**src/rtl/sdq_fifo.sv**
```systemverilog
// sdq_fifo: store-data queue for the LSU store path.
// Circular FIFO of DEPTH entries x WIDTH bits with valid/ready enqueue and
// dequeue, occupancy count, synchronous flush and show-ahead head data.
// DEPTH may be any integer >= 2; pointers wrap explicitly at DEPTH-1.
// Optional feature: define SDQ_FIFO_BYPASS_EN to let an enqueue into an empty
// queue be presented (and consumed) on the dequeue port in the same cycle.
`timescale 1ns/1ps

module sdq_fifo #(
   parameter int WIDTH = 64,
   parameter int DEPTH = 17
) (
   input  logic                         clock,
   input  logic                         reset,
   input  logic                         flush,
   input  logic                         enq_valid,
   output logic                         enq_ready,
   input  logic [WIDTH-1:0]             enq_data,
   output logic                         deq_valid,
   input  logic                         deq_ready,
   output logic [WIDTH-1:0]             deq_data,
   output logic [$clog2(DEPTH+1)-1:0]   count,
   output logic                         full,
   output logic                         empty
);

   localparam int PTR_W = (DEPTH > 1) ? $clog2(DEPTH) : 1;
   localparam int CNT_W = $clog2(DEPTH + 1);
   localparam logic [PTR_W-1:0] LAST_PTR = PTR_W'(DEPTH - 1);
   localparam logic [CNT_W-1:0] MAX_CNT  = CNT_W'(DEPTH);

   // Advance a pointer with an explicit wrap so non-power-of-two depths work.
   function automatic logic [PTR_W-1:0] ptr_inc(input logic [PTR_W-1:0] p);
      if (p == LAST_PTR) begin
         return '0;
      end
      return p + 1'b1;
   endfunction

   // Storage is never reset; only pointers and count define which entries are live.
   logic [WIDTH-1:0] mem_q [DEPTH];

   logic [PTR_W-1:0] head_q, head_d;
   logic [PTR_W-1:0] tail_q, tail_d;
   logic [CNT_W-1:0] count_q, count_d;

   logic full_w;
   logic empty_w;
   logic enq_fire;   // producer handshake accepted (and not flushed)
   logic wr_en;      // entry actually written into the array
   logic deq_fire;   // stored head entry consumed

   assign full_w  = (count_q == MAX_CNT);
   assign empty_w = (count_q == '0);

   // Status outputs depend only on registered state.
   assign enq_ready = !full_w;
   assign full      = full_w;
   assign empty     = empty_w;
   assign count     = count_q;

   // Flush wins over any same-cycle handshake, so it gates both fire terms.
   assign enq_fire = enq_valid && !full_w && !flush;
   assign deq_fire = deq_ready && !empty_w && !flush;

`ifdef SDQ_FIFO_BYPASS_EN
   logic byp_fire;   // empty-queue entry handed straight to the consumer

   // An empty queue forwards the incoming entry; if it is taken, it is never stored.
   assign byp_fire  = empty_w && enq_valid && deq_ready && !flush;
   assign wr_en     = enq_fire && !byp_fire;
   assign deq_valid = !empty_w || enq_valid;
   assign deq_data  = empty_w ? enq_data : mem_q[head_q];
`else
   assign wr_en     = enq_fire;
   assign deq_valid = !empty_w;
   assign deq_data  = mem_q[head_q];
`endif

   // Next-state for pointers and occupancy; flush returns everything to the origin.
   always_comb begin
      head_d  = head_q;
      tail_d  = tail_q;
      count_d = count_q;
      if (flush) begin
         head_d  = '0;
         tail_d  = '0;
         count_d = '0;
      end else begin
         if (wr_en) begin
            tail_d = ptr_inc(tail_q);
         end
         if (deq_fire) begin
            head_d = ptr_inc(head_q);
         end
         unique case ({wr_en, deq_fire})
            2'b10:   count_d = count_q + 1'b1;
            2'b01:   count_d = count_q - 1'b1;
            default: count_d = count_q;
         endcase
      end
   end

   // Control state register with asynchronous reset.
   always_ff @(posedge clock or posedge reset) begin
      if (reset) begin
         head_q  <= '0;
         tail_q  <= '0;
         count_q <= '0;
      end else begin
         head_q  <= head_d;
         tail_q  <= tail_d;
         count_q <= count_d;
      end
   end

   // Entry write at the tail; data array carries no reset.
   always_ff @(posedge clock) begin
      if (wr_en) begin
         mem_q[tail_q] <= enq_data;
      end
   end

endmodule

```
**config.mk**
```make
export PLATFORM = sky130hd
export DESIGN_NAME = sdq_fifo
export DESIGN_NICKNAME = d
export VERILOG_FILES = /design/src/rtl/sdq_fifo.sv
export SDC_FILE = /design/constraint.sdc
export NUM_CORES = 1
export LEC_CHECK = 0
export ABC_AREA = 1
export BUFFER_PORTS_ARGS = -buffer_cell sky130_fd_sc_hd__buf_4
export CELL_PAD_IN_SITES_DETAIL_PLACEMENT = 1
export CELL_PAD_IN_SITES_GLOBAL_PLACEMENT = 2
export CORE_AREA = 4 4 319 321
export CTS_BUF_LIST = sky130_fd_sc_hd__clkbuf_4
export CTS_CLUSTER_SIZE = 25
export DETAILED_ROUTE_END_ITERATION = 8
export DIE_AREA = 0 0 323 325
export GPL_TIMING_DRIVEN = 0
export PLACE_DENSITY = 0.91
export RECOVER_POWER = 100
export SLEW_MARGIN = 20
export SYNTH_ARGS = -nofsm -noshare
export SYNTH_HDL_FRONTEND = slang
export SYNTH_SLANG_ARGS = --single-unit
```
**constraint.sdc**
```tcl
create_clock -name clock -period 4.7 [get_ports clock]
set_clock_uncertainty 0.1 [all_clocks]
set_input_delay 0 -clock clock [delete_from_list [all_inputs] [get_ports clock]]
set_output_delay 0 -clock clock [all_outputs]
set_load 0.05 [all_outputs]
```
Yosys cells after proc, flatten, opt, wreduce, memory -nomap -nowiden
Memory sizes are Yosys's and may differ from the RTL's. Cells that the tools add are included.

Memories: 1. Flip-flop bits (word level): 15. Output and inout bits: 73. Input port bits: 69. Bits in writable memories: 1088. Logic and storage cells: 42. Bits in latches: 0. Memory bits (read-only): 0.

Bitwise logic cells: 0. Reductions and logical operators: 11. Multipliers: 0. Equality and inequality tests: 5. $add $sub $neg: 4. Magnitude comparators: 0. Shift-type cells: 0. Divide/modulo/power cells: 0. Multiplexer cells: 18.

Memory list: mem_q (depth 17, width 64, read ports 1, clocked after memory_dff 0, write ports 1, line 41) `logic [WIDTH-1:0] mem_q [DEPTH];`.

Operators by type and width (number): 5-bit two-way mux (9); 5-bit by 1-bit adder with 5-bit output, second input constant (3); 5-bit == test, second input constant (3); 5-bit one-hot mux with 2 select lines (1); 1-bit two-way mux (8); 5-bit logical NOT (1); 5-bit by 1-bit subtractor with 5-bit output, second input constant (1); 1-bit logical AND (4); 2-bit nonzero test (2); 1-bit logical NOT (3); 3-bit nonzero test (1); 2-bit by 1-bit == test with 1-bit output, second input constant (1); 2-bit == test, second input constant (1).

Depth between registers and ports, before layout
Depth after elaboration: 9. Depth in mapped cells: 16. Gate-level depth less buffers: 16.

Worst setup path before layout
No wires, ideal clock.

Path kind: reg2reg. Start point: register count_q[1], in the netlist count[1]. End point: memory mem_q[0][0] (enable). Period minus slack after synthesis: 5.099 ns. Buffers on the path: 0. Setup time: 0.486 ns. Slack: -0.399 ns. Cell stages (with the launch flop): 7. Required time: 4.114 ns. Data arrival time: 4.512 ns. Cell sequence: dfrtp_1 inv_1 nand3_1 nand3_1 inv_1 nand2_1 nor2_1.

Longest elaborated chain between the ends: 6.

Ends and longest elaborated chain: from (decl) (line 45) `logic [CNT_W-1:0] count_q, count_d;`; from (signal assigned) (line 113) `count_q <= count_d;`; 5-bit == test (line 53) `assign full_w = (count_q == MAX_CNT);`; 1-bit logical NOT; named net enq_ready (line 17) `output logic enq_ready,`; 1-bit logical AND (2 in series) (line 63) `assign enq_fire = enq_valid && !full_w && !flush;`; 1-bit two-way mux (line 119) `if (wr_en) begin`; 1-bit two-way mux (not written as such) (line 120) `mem_q[tail_q] <= enq_data;`; to (decl) (line 41).

The timed path passes the listed nets, and every way through them passes these cells.

Worst setup path in the final report
Start point: register head_q[2]. End point: output port deq_data[53].

Longest elaborated chain between the ends: 1.

Ends and longest elaborated chain: from (decl) (line 43) `logic [PTR_W-1:0] head_q, head_d;`; from (signal assigned) (line 107) `head_q <= '0;`; from (signal assigned) (line 111) `head_q <= head_d;`; memory read 17 x 64 bit; to (decl) (line 21) `output logic [WIDTH-1:0] deq_data,`.

Every way passes these cells.

==> results.json <==
{
  "antenna_violations_before_repair": 4,
  "finalWorstPathRequiredPeriod_ns": 4.29,
  "grt_overflow_total": 0,
  "max_cap_viol_count": 18,
  "cts_sinks": 1103,
  "drt_first_iter_violations": 2451,
  "io_buffers": 141,
  "synthesis.nets": 3637,
  "die_x_um": 323,
  "clock_path_buffers": 4,
  "placed_cell_area_mm2": 0.0481,
  "synth.lib_cells_used.distinct": 29,
  "rsz_0062_raised_after_global_routing": "false",
  "gpl.final_weighted_congestion": 0.781,
  "critical_path.max_fanout": 10,
  "core_region_area_mm2": 0.0993,
  "grtUsageTotal": 0.256,
  "hold_viol": 0,
  "final_core_utilization": 0.526,
  "violations_in_the_final_reports": "capacitance limit, slew limit",
  "synthToLayoutAreaGrowth_pct": 18.4,
  "io-pin-count": 142,
  "ys_seq_elements": 1103,
  "critical_path.startpoint_type": "flip-flop",
  "crit_path_frequent_cell": "sky130_fd_sc_hd__clkbuf_1",
  "max_slew.worst_pin.slew_ns": 2.27,
  "setup_violations": 0,
  "fp.dieArea_mm2": 0.105,
  "place.detailed.hpwl_mm": 87.9,
  "depth_of_the_worst_register_to_register_path": 8,
  "critical_setup_path_class": "reg2out",
  "layout.cells.most_common_list": "sky130_fd_sc_hd__nand2_1, sky130_fd_sc_hd__edfxtp_1, sky130_fd_sc_hd__clkbuf_4",
  "wire_per_inst_um": 23.5,
  "power.ir.vdd_worst_mv": 0.368,
  "yosysWarningCount": 0,
  "cts-buffers-inserted": 306,
  "ant_nets": 0,
  "die_height_um": 325,
  "critPathTopFamily": "buffers and inverters",
  "grt_max_degree": 25,
  "critPathRequiredTime_ns": 4.60,
  "dp.cells": 5049,
  "synth_seq_area_share": 0.749,
  "end_kind": "output pin",
  "critical_path.startpoint": "head_q[2]",
  "timing.critical_path.buf_inv": 4,
  "critPathSlowestCell": "sky130_fd_sc_hd__clkbuf_1",
  "achievable-frequency_mhz": 233,
  "final_area_mm2": 0.0522,
  "outcome": "finished with violations",
  "viasPerCell": 5.49,
  "r2r-start": "count[1]",
  "post-cts-setup-buffer-count": 0,
  "initial_utilization": 0.445,
  "netlist_instances": 3558,
  "final_layout_size_suffix_gt1_frac": 0.165,
  "cts_max_level": 5,
  "layout_worst_path_cycle_share": 0.913,
  "timing.critical_path.cells": "inv_2, clkbuf_1, clkbuf_1, nand3_1, o211ai_1, nand3_1, nand2_1, clkbuf_1",
  "detail_route.drc_violations": 0,
  "vias_in_the_first_global_route": 33952,
  "fp-row-count": 116,
  "vias": 31252,
  "slew_headroom": -0.519,
  "final_nets": 4278,
  "clk_latency_ns": 1.11,
  "critical_path_arrival_ns": 4.19,
  "max_stage_delay_ns": 0.84,
  "clock_tree_from_tritoncts": "done",
  "reg2reg_to": "mem_q[3][30]",
  "hold_class": "in2reg",
  "hold_path.startpoint": "deq_ready",
  "stdcell_count": 5690,
  "worst-path-stages": 8,
  "clock_tree.root_cell": "sky130_fd_sc_hd__clkbuf_4",
  "synth_area_mm2": 0.0441,
  "power.density_mw_per_mm2": 525,
  "post_synth.cell_area_avg_um2": 12.4,
  "grt_first_pass_wirelength_mm": 203,
  "totalWireLength_mm": 134,
  "cellLeakagePower_nw": 19.7,
  "dr.pass1.iters": 8,
  "layout.cells.most_common": "sky130_fd_sc_hd__nand2_1",
  "path_clk_slew_ns": 0.05,
  "reg2reg_setup_slack_ns": 0.48,
  "worst_setup_path_endpoint": "deq_data[53]",
  "final-max-slew-violation-count": 363
}
==> per-stage QoR <==
step	total power [mW]	worst slack [ns]	hold slack (ns)	setup TNS [ns]
2_1_floorplan	16.0	-0.399	-0.199	-417.44
3_3_place_gp	18.8	-2.44	0.00332	-2376.25
3_5_place_dp	19.1	1.71	0.0333	0
4_1_cts	27.8	0.572	0.206	0
5_1_grt	28.8	0.247	0.297	0
6_report	27.4	0.408	0.312	0
==> report_power, final <==
group	switching [mW]	total [mW]	internal, mW
combinational	5.86	7.83	1.97
sequential	0.0629	11.0	10.9
clock	3.94	8.62	4.68
==> cells in the mapped netlist <==
| cell type | n | area share |
|---|---|---|
| sky130_fd_sc_hd__buf_2 | 77 | 0.0087 |
| sky130_fd_sc_hd__clkbuf_1 | 68 | 0.0058 |
| sky130_fd_sc_hd__nand3_1 | 270 | 0.031 |
| sky130_fd_sc_hd__ha_1 | 9 | 0.0026 |
| sky130_fd_sc_hd__edfxtp_1 | 1088 | 0.74 |
| sky130_fd_sc_hd__a21boi_0 | 64 | 0.011 |
| sky130_fd_sc_hd__inv_4 | 1 | 0.00014 |
| sky130_fd_sc_hd__nand2_1 | 1249 | 0.11 |
| sky130_fd_sc_hd__o211ai_1 | 64 | 0.011 |
| sky130_fd_sc_hd__inv_1 | 17 | 0.0014 |
| sky130_fd_sc_hd__fa_1 | 1 | 0.00045 |
| sky130_fd_sc_hd__nand3b_1 | 1 | 0.00017 |
| sky130_fd_sc_hd__o22ai_1 | 68 | 0.0096 |
| sky130_fd_sc_hd__a21oi_1 | 131 | 0.015 |
| sky130_fd_sc_hd__nand3_2 | 1 | 0.00023 |
| sky130_fd_sc_hd__nor2_2 | 11 | 0.0016 |
| sky130_fd_sc_hd__xnor2_1 | 2 | 0.00040 |
| sky130_fd_sc_hd__nand4_1 | 2 | 0.00028 |
| sky130_fd_sc_hd__inv_2 | 2 | 0.00017 |
| sky130_fd_sc_hd__buf_4 | 34 | 0.0058 |
| sky130_fd_sc_hd__o21ai_1 | 20 | 0.0023 |
| sky130_fd_sc_hd__nor2_1 | 205 | 0.017 |
| sky130_fd_sc_hd__xor2_1 | 6 | 0.0012 |
| sky130_fd_sc_hd__buf_1 | 15 | 0.0013 |
| sky130_fd_sc_hd__o21ai_0 | 118 | 0.013 |
| sky130_fd_sc_hd__buf_6 | 17 | 0.0043 |
| sky130_fd_sc_hd__buf_12 | 1 | 0.00045 |
| sky130_fd_sc_hd__clkinv_1 | 1 | 0.000085 |
| sky130_fd_sc_hd__dfrtp_1 | 15 | 0.0085 |
==> kinds of logic (layout without fill, tap and decap cells) <==
kind of cell	Yosys count	in the layout	share of synthesized area
AOI/OAI and AO/OA	465	465	0.0619
xor gates and xnor gates	8	8	0.00159
adders and majority gates	10	10	0.00301
buffers and inverters	233	1061	0.0282
DFF	1103	1103	0.749
other	0	6	0
and+or+nand+nor	1739	1739	0.157
==> what timing repair did <==
action	CTS	global route
hold buffers	140	0
resized for setup	0	0
hold endpoints to repair	1310	0
==> state kept, by name, indices dropped and copies added, names as in the netlist <==
signal,flops
tail_q,5
count,5
mem_q,1088
head_q,5
==> cell type report <==
class,count,area (µm²)
Clock inverter,42,320
Tap cell,1298,1620
Fill cell,10398,47000
Inverter,21,81.3
Buffer,212,1170
Clock buffer,453,3400
Sequential cell,1103,33000
Multi-Input combinational cell,2222,9840
Antenna cell,6,15.0
Timing Repair Buffer,333,2750
==> worst min-delay path: cells and delay by family <==
kind / cells / cell delay [ns]
compound gates: 1 / 0.09
buf+inv: 3 / 1.24
simple gates: 1 / 0.13
==> per-layer routing <==
metal,global-route usage,part of all wire,up-vias
met2,0.441,0.51,1193
li1,-,-,14058
met3,0.0492,0.061,257
met5,0,0,-
met4,0.105,0.035,0
met1,0.319,0.40,15744
==> worst min-delay path by stage <==
| stage | end | slack, ns | cells after the start |
|---|---|---|---|
| after floorplan | count[0] | -0.20 | 1 |
| after global placement | count[2] | 0.003 | 2 |
| after detailed placement | count[2] | 0.03 | 2 |
| after CTS | head_q[3] | 0.21 | 5 |
| after global routing | head_q[3] | 0.30 | 5 |
| final | head_q[3] | 0.31 | 5 |
(Power assumes the default switching activity.)
